**src/rtl/multdiv_pkg.sv**
```systemverilog
// Shared types and helpers for the multi-cycle signed multiply/divide unit.
package multdiv_pkg;

    typedef enum logic [1:0] {
        IDLE,
        RUN,
        DONE
    } state_t;

    typedef enum logic {
        OP_MULT,
        OP_DIV
    } op_t;

    // Width of the iteration counter; it must hold WIDTH-1.
    function automatic int cnt_width(input int width);
        return $clog2(width);
    endfunction

endpackage

```
**src/rtl/multdiv_unit_if.sv**
```systemverilog
// Operand / control / result bundle between the execute stage and multdiv_unit.
interface multdiv_unit_if #(
    parameter int WIDTH = 32
);
    logic [WIDTH-1:0] data_operandA;
    logic [WIDTH-1:0] data_operandB;
    logic             ctrl_MULT;
    logic             ctrl_DIV;
    logic [WIDTH-1:0] data_result;
    logic             data_exception;
    logic             data_resultRDY;
    logic             busy;

    modport master (
        output data_operandA, data_operandB, ctrl_MULT, ctrl_DIV,
        input  data_result, data_exception, data_resultRDY, busy
    );

    modport slave (
        input  data_operandA, data_operandB, ctrl_MULT, ctrl_DIV,
        output data_result, data_exception, data_resultRDY, busy
    );
endinterface

```
**src/rtl/multdiv_addsub.sv**
```systemverilog
// Shared N-bit adder/subtractor: sum_o = a_i + b_i, or a_i - b_i when sub_i.
// carry_o is the true carry-out; on subtract it is 1 when no borrow occurred.
module multdiv_addsub #(
    parameter int N = 33
) (
    input  logic [N-1:0] a_i,
    input  logic [N-1:0] b_i,
    input  logic         sub_i,
    output logic [N-1:0] sum_o,
    output logic         carry_o
);
    logic [N-1:0] b_eff;

    assign b_eff = sub_i ? ~b_i : b_i;
    assign {carry_o, sum_o} = {1'b0, a_i} + {1'b0, b_eff} + {{N{1'b0}}, sub_i};
endmodule

```
**src/rtl/multdiv_unit.sv**
```systemverilog
// Multi-cycle signed multiply/divide unit, one bit per cycle on magnitudes.
//
//   state | meaning
//   ------+---------------------------------------------------------------
//   IDLE  | no operation in flight; result/exception hold the last op
//   RUN   | one shift-add / restoring-subtract step per cycle, cnt_q counts down
//   DONE  | sign fix-up through the shared adder; result registered and RDY
//         | raised at the edge leaving this state
//
// hi_q/lo_q double as product high/low halves (multiply) or remainder/quotient
// (divide). mcand_q holds |A| for multiply or |B| for divide.
module multdiv_unit
    import multdiv_pkg::*;
#(
    parameter int WIDTH = 32
) (
    input  logic          clock,
    input  logic          reset_n,
    multdiv_unit_if.slave bus
);
    localparam int               CW       = cnt_width(WIDTH);
    localparam logic [CW-1:0]    CNT_LOAD = CW'(WIDTH - 1);
    localparam logic [WIDTH-1:0] MIN_VAL  = {1'b1, {(WIDTH-1){1'b0}}};

    state_t           state_q, state_d;
    op_t              op_q, op_d;
    logic [CW-1:0]    cnt_q, cnt_d;
    logic [WIDTH-1:0] mcand_q, mcand_d;
    logic [WIDTH-1:0] hi_q, hi_d;
    logic [WIDTH-1:0] lo_q, lo_d;
    logic             neg_q, neg_d;
    logic             dz_q, dz_d;
    logic             dovf_q, dovf_d;
    logic [WIDTH-1:0] result_q, result_d;
    logic             exc_q, exc_d;
    logic             rdy_q, rdy_d;

    logic             start;
    logic [WIDTH-1:0] a_mag, b_mag;
    logic [WIDTH:0]   add_a, add_b, add_sum;
    logic             add_sub, add_carry;
    logic [WIDTH-1:0] fix_val;
    logic             mul_ovf;

    // Exactly one start strobe is a start; both together are ignored.
    assign start = bus.ctrl_MULT ^ bus.ctrl_DIV;

    assign a_mag = bus.data_operandA[WIDTH-1] ? (~bus.data_operandA + WIDTH'(1))
                                              : bus.data_operandA;
    assign b_mag = bus.data_operandB[WIDTH-1] ? (~bus.data_operandB + WIDTH'(1))
                                              : bus.data_operandB;

    multdiv_addsub #(
        .N(WIDTH + 1)
    ) u_addsub (
        .a_i    (add_a),
        .b_i    (add_b),
        .sub_i  (add_sub),
        .sum_o  (add_sum),
        .carry_o(add_carry)
    );

    // Steer the single adder: negate in DONE, trial subtract or accumulate in RUN.
    always_comb begin
        add_a   = '0;
        add_b   = '0;
        add_sub = 1'b0;
        if (state_q == DONE) begin
            add_a   = '0;
            add_b   = {1'b0, lo_q};
            add_sub = 1'b1;
        end else if (op_q == OP_DIV) begin
            add_a   = {hi_q, lo_q[WIDTH-1]};
            add_b   = {1'b0, mcand_q};
            add_sub = 1'b1;
        end else begin
            add_a   = {1'b0, hi_q};
            add_b   = lo_q[0] ? {1'b0, mcand_q} : '0;
            add_sub = 1'b0;
        end
    end

    // Signed low half / quotient, and whether the signed product overflowed.
    // A negative product of magnitude exactly MIN still fits.
    assign fix_val = neg_q ? add_sum[WIDTH-1:0] : lo_q;
    assign mul_ovf = (hi_q != '0) ||
                     (lo_q[WIDTH-1] && !(neg_q && (lo_q == MIN_VAL)));

    // Next-state, iteration datapath and result capture.
    always_comb begin
        state_d  = state_q;
        op_d     = op_q;
        cnt_d    = cnt_q;
        mcand_d  = mcand_q;
        hi_d     = hi_q;
        lo_d     = lo_q;
        neg_d    = neg_q;
        dz_d     = dz_q;
        dovf_d   = dovf_q;
        result_d = result_q;
        exc_d    = exc_q;
        rdy_d    = 1'b0;

        case (state_q)
            RUN: begin
                if (op_q == OP_DIV) begin
                    if (add_carry) begin
                        hi_d = add_sum[WIDTH-1:0];
                        lo_d = {lo_q[WIDTH-2:0], 1'b1};
                    end else begin
                        hi_d = {hi_q[WIDTH-2:0], lo_q[WIDTH-1]};
                        lo_d = {lo_q[WIDTH-2:0], 1'b0};
                    end
                end else begin
                    hi_d = add_sum[WIDTH:1];
                    lo_d = {add_sum[0], lo_q[WIDTH-1:1]};
                end
                if (cnt_q == '0) begin
                    state_d = DONE;
                end else begin
                    cnt_d = cnt_q - CW'(1);
                end
            end
            DONE: begin
                state_d = IDLE;
                rdy_d   = 1'b1;
                if (op_q == OP_DIV) begin
                    result_d = dz_q ? '0 : fix_val;
                    exc_d    = dz_q | dovf_q;
                end else begin
                    result_d = fix_val;
                    exc_d    = mul_ovf;
                end
            end
            default: begin
            end
        endcase

        // A start wins over whatever the current state would do next; the
        // result capture above still completes if we were in DONE.
        if (start) begin
            state_d = RUN;
            op_d    = bus.ctrl_DIV ? OP_DIV : OP_MULT;
            cnt_d   = CNT_LOAD;
            hi_d    = '0;
            neg_d   = bus.data_operandA[WIDTH-1] ^ bus.data_operandB[WIDTH-1];
            if (bus.ctrl_DIV) begin
                mcand_d = b_mag;
                lo_d    = a_mag;
                dz_d    = (bus.data_operandB == '0);
                dovf_d  = (bus.data_operandA == MIN_VAL) && (bus.data_operandB == '1);
            end else begin
                mcand_d = a_mag;
                lo_d    = b_mag;
                dz_d    = 1'b0;
                dovf_d  = 1'b0;
            end
        end
    end

    // State and datapath registers with synchronous active-low reset.
    always_ff @(posedge clock) begin
        if (!reset_n) begin
            state_q  <= IDLE;
            op_q     <= OP_MULT;
            cnt_q    <= '0;
            mcand_q  <= '0;
            hi_q     <= '0;
            lo_q     <= '0;
            neg_q    <= 1'b0;
            dz_q     <= 1'b0;
            dovf_q   <= 1'b0;
            result_q <= '0;
            exc_q    <= 1'b0;
            rdy_q    <= 1'b0;
        end else begin
            state_q  <= state_d;
            op_q     <= op_d;
            cnt_q    <= cnt_d;
            mcand_q  <= mcand_d;
            hi_q     <= hi_d;
            lo_q     <= lo_d;
            neg_q    <= neg_d;
            dz_q     <= dz_d;
            dovf_q   <= dovf_d;
            result_q <= result_d;
            exc_q    <= exc_d;
            rdy_q    <= rdy_d;
        end
    end

    assign bus.data_result    = result_q;
    assign bus.data_exception = exc_q;
    assign bus.data_resultRDY = rdy_q;
    assign bus.busy           = (state_q != IDLE);

endmodule

```
**src/flat_wrapper.sv**
```systemverilog
// flat-port wrapper written by rule: the top's interface ports become plain ports
module multdiv_unit_flat import multdiv_pkg::*;
#(
    parameter int WIDTH = 32
)
  (clock, reset_n, bus_data_operandA, bus_data_operandB, bus_ctrl_MULT, bus_ctrl_DIV, bus_data_result, bus_data_exception, bus_data_resultRDY, bus_busy);
  multdiv_unit_if #(.WIDTH(WIDTH)) bus_i ();
  input  logic clock;
  input  logic reset_n;
  input wire logic [$bits(bus_i.data_operandA)-1:0] bus_data_operandA;
  input wire logic [$bits(bus_i.data_operandB)-1:0] bus_data_operandB;
  input wire logic [$bits(bus_i.ctrl_MULT)-1:0] bus_ctrl_MULT;
  input wire logic [$bits(bus_i.ctrl_DIV)-1:0] bus_ctrl_DIV;
  output wire logic [$bits(bus_i.data_result)-1:0] bus_data_result;
  output wire logic [$bits(bus_i.data_exception)-1:0] bus_data_exception;
  output wire logic [$bits(bus_i.data_resultRDY)-1:0] bus_data_resultRDY;
  output wire logic [$bits(bus_i.busy)-1:0] bus_busy;
  assign bus_i.data_operandA = bus_data_operandA;
  assign bus_i.data_operandB = bus_data_operandB;
  assign bus_i.ctrl_MULT = bus_ctrl_MULT;
  assign bus_i.ctrl_DIV = bus_ctrl_DIV;
  assign bus_data_result = bus_i.data_result;
  assign bus_data_exception = bus_i.data_exception;
  assign bus_data_resultRDY = bus_i.data_resultRDY;
  assign bus_busy = bus_i.busy;
  multdiv_unit #(.WIDTH(WIDTH)) u_core (.clock(clock), .reset_n(reset_n), .bus(bus_i));
endmodule
```
**config.mk**
```make
export PLATFORM = sky130hd
export DESIGN_NAME = multdiv_unit_flat
export DESIGN_NICKNAME = d
export VERILOG_FILES = /design/src/rtl/multdiv_pkg.sv /design/src/rtl/multdiv_unit_if.sv /design/src/rtl/multdiv_addsub.sv /design/src/rtl/multdiv_unit.sv /design/src/flat_wrapper.sv
export SDC_FILE = /design/constraint.sdc
export NUM_CORES = 1
export LEC_CHECK = 0
export ABC_CLOCK_PERIOD_IN_PS = 5500
export CAP_MARGIN = 20
export CORE_ASPECT_RATIO = 0.7
export CORE_UTILIZATION = 50
export DETAILED_ROUTE_END_ITERATION = 12
export GPL_ROUTABILITY_DRIVEN = 0
export GPL_TIMING_DRIVEN = 0
export HOLD_SLACK_MARGIN = 0.15
export PLACE_DENSITY_LB_ADDON = 0.08
export SLEW_MARGIN = 30
export SYNTH_ARGS = -nofsm -noshare
export SYNTH_HDL_FRONTEND = slang
export SYNTH_SLANG_ARGS = --single-unit
```
**constraint.sdc**
```tcl
create_clock -name clock -period 5.5 [get_ports clock]
set_input_delay 1.1 -clock clock [delete_from_list [all_inputs] [get_ports clock]]
set_output_delay 1.1 -clock clock [all_outputs]
set_load 0.02 [all_outputs]
```
==> results.md, run 1 <==
Die:
- The die boundary width is approximately 190 um.
- The top-level I/O count is 103.
- The height of the die is approximately 130 um.
- For this configuration, the core starts out at a cell density of 0.515.
- The die footprint is between 20000 and 25000 um^2.
- The number of placement rows is 46.
- The total area inside the core boundary comes to around 23000 um^2.

Clocking:
- The number of CTS-inserted buffers is 17.
- The clock latency on the worst-skew pair is ~450 ps.
- The maximum count of clock buffers along a single path is 2.
- The hold buffer count at cts is 0.
- The number of clock sinks seen by CTS is approximately 140.
- In this run the clock root is driven by a clkbuf_16.
- In this run the number of H-tree levels came out at 4.
- The clock edge transition at the registers on the reported setup and hold paths is 60 ps.
- The TritonCTS clock tree is yes.

Min path:
- The path class of the lowest-slack min-delay path is flop to flop.

Timing:
- Of the available clock period, the critical path in the final layout requires 0.974.
- On the final layout, the worst clock skew is between 10 and 15 ps.
- The hold violation total from the final report is 0.
- Adding up every negative setup slack in the final design gives 0 ps.
- The post-route minimum period is about 5400 ps.
- The number of pins exceeding their max-slew limit in the final report is 0.
- At the pin with the least slew margin, the transition time is roughly 900 ps.
- The number of failing setup endpoints in the final timing report is 0.
- The post-layout worst setup margin is 141 ps.
- Setup repair after global routing left no endpoint under its margin.
- The worst-case headroom to the max-slew limit is 0.399.
- Derived from the worst setup path, the maximum achievable clock frequency is 187 MHz.

GRT:
- The largest net degree at the start of global routing is 20.
- The number of global-route vias before repair is about 12000.
- The first global-routing pass estimated 73000 um of wire.
- Summed over all layers, the global routing overflow is 0.
- The total global-route track usage is 0.404.
- The initial antenna violation count came to 0.

Worst setup path:
- The most numerous cell type found on the critical path is clkbuf_4.
- The endpoint of the worst register-to-register path is u_core.hi_q[31].
- In this run the critical register-to-register path is launched from u_core.op_q.
- The cell with the biggest individual delay on the critical path is dfxtp_1.
- The setup check on the worst reg-to-reg path leaves a slack of 140 ps.
- The number of cells on the worst reg-to-reg path is 18.
- Of all nets on the critical path, the largest fanout is 10.
- Data arrives at the worst endpoint at 5690 ps.
- The capture point of the critical path is u_core.hi_q[31].
- At the worst endpoint, the required time is roughly 5800 ps.
- The signal on the critical path passes through clkbuf_4, clkbuf_2, clkbuf_4, clkbuf_4, mux2i_1, nor2_1, ha_1, clkbuf_1, a211oi_1, o21ai_0, a221oi_1, o211ai_1, buf_4, a2111oi_2, nor3_1, or4_1, a21boi_0, nor3_1.
- The maximum cell stage delay along the critical path is 550 ps.
- The critical path startpoint category is a flop.
- The critical path class is flop to flop.
- The launch point of the worst path is u_core.op_q.
- The worst setup path is captured at a flop.

Logic synthesis:
- After technology mapping, the gate count stands at 1617.
- Of the synthesized area, sequential elements account for 0.240.
- The number of library cell types mapped by synthesis is 69.
- After synthesis, the cell types taking the most area are dfxtp_1, mux2i_1, a21oi_1.
- The synthesized design spends more area on one cell type than any other, namely dfxtp_1.
- In the synthesized netlist the dominant register cell turns out to be dfxtp_1.
- Counting flops and latches in the post-synthesis netlist gives ~140.
- The share of Yosys cell area claimed by the top area cell type is 0.240.
- The number of enable flip-flop cells after synthesis is 0.
- The post-synthesis async set-or-reset flop share is 0.
- In this run the mean area of a mapped cell was ~7.3 um^2.
- The cell with the most instances after synthesis is nor2_1.
- Synthesis produced a netlist with a net count of between 1500 and 2000.
- The cell area after technology mapping is approximately 12000 um^2.
- Ranked by instance count, the synthesized netlist is headed by nor2_1, nand2_1, a21oi_1.
- Yosys printed 0 warnings.

Drt:
- The top layer used by detailed routing is met4.
- In the detailed route, the total length drawn on met3 is between 7000 and 8000 um.
- The number of iterations in the first detailed-routing pass is 6.
- The wire length reported by the detailed router is around 49000 um.
- The length of routed wiring on met1 is approximately 21000 um.
- The detail-routed via count per cell is 6.75.
- The final route contains approximately 14000 vias.
- Dividing the detail-routed wire length by the instance count gives between 20 and 25 um.
- The amount of wire on met2 after detailed routing is ~19000 um.
- The number of antenna-violating nets in the routed design is 0.
- For this block, the initial DRC count from the detailed router was between 2000 and 2500.
- In the routed design, unresolved DRC markers number 0.

Cells and area:
- The share of post-route cells with drive strength above 1 is 0.0521.
- The finished layout cell area is ~14000 um^2.
- At the end of the flow, the number of nets in the layout was 1841.
- The number of antenna diodes is 0.
- The area growth from synthesis to layout is 17.6%.

Power and ir drop:
- VDD sags by at most 0.266 mV.
- The leakage dissipation is 5.20 nW.
- For this design the ratio of total power to cell area is 249 nW/um^2.

Place:
- The worst setup slack after placement is -1070 ps.
- Once placement finished, the instance area stood at about 13000 um^2.
- The post-detailed-placement half-perimeter wirelength is ~38000 um.
- The number of input and output port buffers inserted is 100.

Run status:
- The run finished with clean final reports.

Job:
- Across the run, the number of max-cap violations was 0.
==> cell type report <==
cell class / count / area (um^2)
Clock buffer: 19 / 453
Sequential cell: 141 / 2820
Clock inverter: 12 / 193
Multi-Input combinational cell: 1329 / 8410
Tap cell: 312 / 390
Inverter: 27 / 101
Fill cell: 2186 / 8990
Buffer: 117 / 468
Timing Repair Buffer: 102 / 1020
==> cell families (layout without fill, tap and decap cells) <==
logic type / after synthesis / count (layout) / share of synthesized area
AND/OR/NAND/NOR: 565 / 565 / 0.223
AO/OA/AOI/OAI: 535 / 535 / 0.295
buffers and inverters: 147 / 277 / 0.0471
flip-flops: 141 / 141 / 0.240
multiplexers: 102 / 102 / 0.0885
XOR/XNOR: 89 / 89 / 0.0662
adder cells (fa/ha/maj): 38 / 38 / 0.0410
==> sequential cells by signal, summed over array words and instances (netlist names) <==
| signal | count |
|---|---|
| u_core.op_q | 1 |
| u_core.dovf_q | 1 |
| u_core.mcand_q | 32 |
| u_core.dz_q | 1 |
| u_core.bus.data_exception | 1 |
| u_core.cnt_q | 5 |
| u_core.neg_q | 1 |
| u_core.state_q | 2 |
| u_core.hi_q | 32 |
| u_core.bus.data_resultRDY | 1 |
| u_core.lo_q | 32 |
| u_core.bus.data_result | 32 |
==> worst min-delay path by stage <==
stage	slack, ps	from	cells after the start	end
after floorplan	420	u_core.dovf_q	1	u_core.dovf_q
final	460	u_core.bus.data_result[16]	2	u_core.bus.data_result[16]
after global placement	440	u_core.bus.data_result[18]	2	u_core.bus.data_result[18]
after global routing	490	u_core.bus.data_result[16]	2	u_core.bus.data_result[16]
after CTS	460	u_core.bus.data_result[16]	2	u_core.bus.data_result[16]
after detailed placement	450	u_core.dovf_q	1	u_core.dovf_q
==> per-layer routing <==
layer	global-route usage	up-vias
li1	-	6178
met1	0.582	6519
met2	0.540	1078
met3	0.156	133
met4	0.129	0
met5	0	-
==> critical path: cells and delay by family, from the launching register on <==
family          cells  cell delay, ps
mux                 1             210
compound gates      6            1680
fa+ha+maj           1             280
simple gates        4             810
buf+inv             6            1700
flops               1             550
==> placed cells by master, fill, tap and decap left out, types with 9 or more instances in the layout <==
master	instances
xnor2_1	40
mux2_2	17
nor2_1	181
nand2_1	162
inv_1	25
dfxtp_1	141
clkbuf_1	87
nand4_1	17
o21ai_0	116
a21o_1	19
nor3_1	19
mux2i_1	85
a211oi_1	70
nor2b_1	42
a22oi_1	11
nor4_1	26
nand2b_1	11
or3_1	10
clkbuf_2	9
nand3_1	57
ha_1	37
buf_1	13
clkbuf_16	17
o211ai_1	16
and3_1	14
clkdlybuf4s50_1	100
a21oi_1	154
a22o_1	18
a21boi_0	12
a31oi_1	21
xor2_1	49
o31ai_1	21
==> report_power, final <==
group	total, mW	internal, mW	switching (mW)
registers	1.19	1.08	0.105
clock network	1.32	0.823	0.499
logic	0.943	0.341	0.601
total	3.45	2.25	1.21
==> timing repair <==
action / CTS / global route
pin swaps: 1 / 1
endpoints found under the setup margin: 52 / 39
gates resized for setup: 12 / 14
buffers inserted: 0 / 2
==> through the flow <==
stage / hold WS, ps / power (mW) / utilization / cells
6_report: 456 / 3.45 / 0.606 / 2059
5_1_grt: 488 / 3.55 / 0.606 / 2059
4_1_cts: 458 / 3.38 / 0.605 / 2059
3_5_place_dp: 445 / 2.09 / 0.576 / 2029
3_3_place_gp: 436 / 2.08 / 0.576 / 2029
2_1_floorplan: 424 / 1.75 / - / 1617
(Power assumes the default switching activity.)
==> run 2: changes to the inputs <==
--- a/config.mk
+++ b/config.mk
@@ -9,6 +9,7 @@
 export CAP_MARGIN = 20
 export CORE_ASPECT_RATIO = 0.7
 export CORE_UTILIZATION = 50
+export CTS_CLUSTER_SIZE = 14
 export DETAILED_ROUTE_END_ITERATION = 12
 export GPL_ROUTABILITY_DRIVEN = 0
 export GPL_TIMING_DRIVEN = 0
==> results of run 2 <==
Final layout, timing and power as in run 1 (identical DEF).
==> run 3: changes to the inputs <==
--- a/config.mk
+++ b/config.mk
@@ -9,6 +9,7 @@
 export CAP_MARGIN = 20
 export CORE_ASPECT_RATIO = 0.7
 export CORE_UTILIZATION = 50
+export CTS_CLUSTER_DIAMETER = 30
 export CTS_CLUSTER_SIZE = 14
 export DETAILED_ROUTE_END_ITERATION = 12
 export GPL_ROUTABILITY_DRIVEN = 0
==> results of run 3 <==
Final layout, timing and power as in run 1 (identical DEF).
==> RTL change, RTL diff (config.mk and constraints of run 2) <==
Take the reset off `result_q` and load it in a clocked block of its own.
--- a/src/rtl/multdiv_unit.sv
+++ b/src/rtl/multdiv_unit.sv
@@ -170,7 +170,6 @@
             neg_q    <= 1'b0;
             dz_q     <= 1'b0;
             dovf_q   <= 1'b0;
-            result_q <= '0;
             exc_q    <= 1'b0;
             rdy_q    <= 1'b0;
         end else begin
@@ -183,10 +182,13 @@
             neg_q    <= neg_d;
             dz_q     <= dz_d;
             dovf_q   <= dovf_d;
-            result_q <= result_d;
             exc_q    <= exc_d;
             rdy_q    <= rdy_d;
         end
+    end
+
+    always_ff @(posedge clock) begin
+        result_q <= result_d;
     end
 
     assign bus.data_result    = result_q;
Function: same outputs for any inputs over 10 cycles, from zero or initial values and one cycle with reset_n low; that may be too few to reach the edited logic, so the function may still have changed.
==> RTL change against run 2 <==
- sequential power increased by 3%
- area after synthesis decreased by 0.51%
- final area decreased by 0.95%
- critical path depth decreased by 2
- worst hold slack improved by 0.022 ns
- cell count decreased by 3.7%
- clock skew decreased by 0.00089 ns
- routed wire length decreased by 7.5%
- power decreased by 5.2%
- sequential cell count unchanged
- combinational power decreased by 3.5%
- count of clock-buffer cells in the layout decreased by 1
- setup slack improved by 0.062 ns
- critical path type unchanged
- highest routed layer unchanged
==> RTL change: results (changes against run 2) <==
| Metric | Value |
|---|---|
| Multi-input logic area | `0.00809 mm2 (was 0.00841 mm2)` |
| M1 WL | `19800 um (was 21200 um)` |
| Data arrival, critical path | `5.63 ns (was 5.69 ns)` |
| Non-CTS buffers | `208 (was 219)` |
| Commonest cells in the netlist | `nor2_1, a21oi_1, nand2_1 (was nor2_1, nand2_1, a21oi_1)` |
| Total track usage | `0.379 (was 0.404)` |
| Initial DRC count | `1852 (was 2141)` |
| Nonclk inv count | `24 (was 27)` |
| Clock-cell share | `0.0406 (was 0.0466)` |
| Finished Cell Area | `0.0137 mm2 (was 0.0139 mm2)` |
| Crit path max-delay family | `compound AO/OA/AOI/OAI gates (was buffers and inverters)` |
| R2r setup slk | `0.20 ns (was 0.14 ns)` |
| Status | `finished clean (unchanged)` |
| Number of fillers in the final layout | `2179 (was 2186)` |
| Cell leakage power | `5.26 nW (was 5.20 nW)` |
| Slowest stage delay, CP | `0.83 ns (was 0.55 ns)` |
| Vias in the first global route | `11700 (was 12300)` |
| Critical path's slowest cell | `a2111oi_1 (was dfxtp_1)` |
| Layout cell share with drive strength beyond 1 | `0.0497 (was 0.0521)` |
| #MultiIn Comb | `1265 (was 1329)` |
| Sw Share | `0.360 (was 0.349)` |
| Clock Skew | `0.0103 ns (was 0.0112 ns)` |
| Cell Count, Final, Fillers Out | `1982 (was 2059)` |
| Post-synth EDFFs | `32 (was 0)` |
| Met2 GRT Util | `0.526 (was 0.540)` |
| DR WL met3 | `6540 um (was 7790 um)` |
## RTL change: power groups by stage
| stage | sequential, W | combinational [W] | clock, W |
|---|---|---|---|
| floorplan | 0.00121 | 0.000580 | 0 |
| global placement | 0.00125 | 0.000855 | 0 |
| detailed placement | 0.00125 | 0.000867 | 0 |
| CTS | 0.00122 | 0.000875 | 0.00113 |
| global route | 0.00123 | 0.000974 | 0.00117 |
| finish | 0.00123 | 0.000910 | 0.00113 |
## RTL change: cell families (layout without fill, tap and decap cells)
kind of cell / count (synthesis) / count (layout) / share of synthesized area
flip-flops: 141 / 141 / 0.268
AO/OA/AOI/OAI: 498 / 498 / 0.274
XOR/XNOR: 90 / 90 / 0.0673
buffers and inverters: 134 / 264 / 0.0441
AND/OR/NAND/NOR: 523 / 523 / 0.205
multiplexers: 116 / 116 / 0.100
adder cells (fa/ha/maj): 38 / 38 / 0.0412
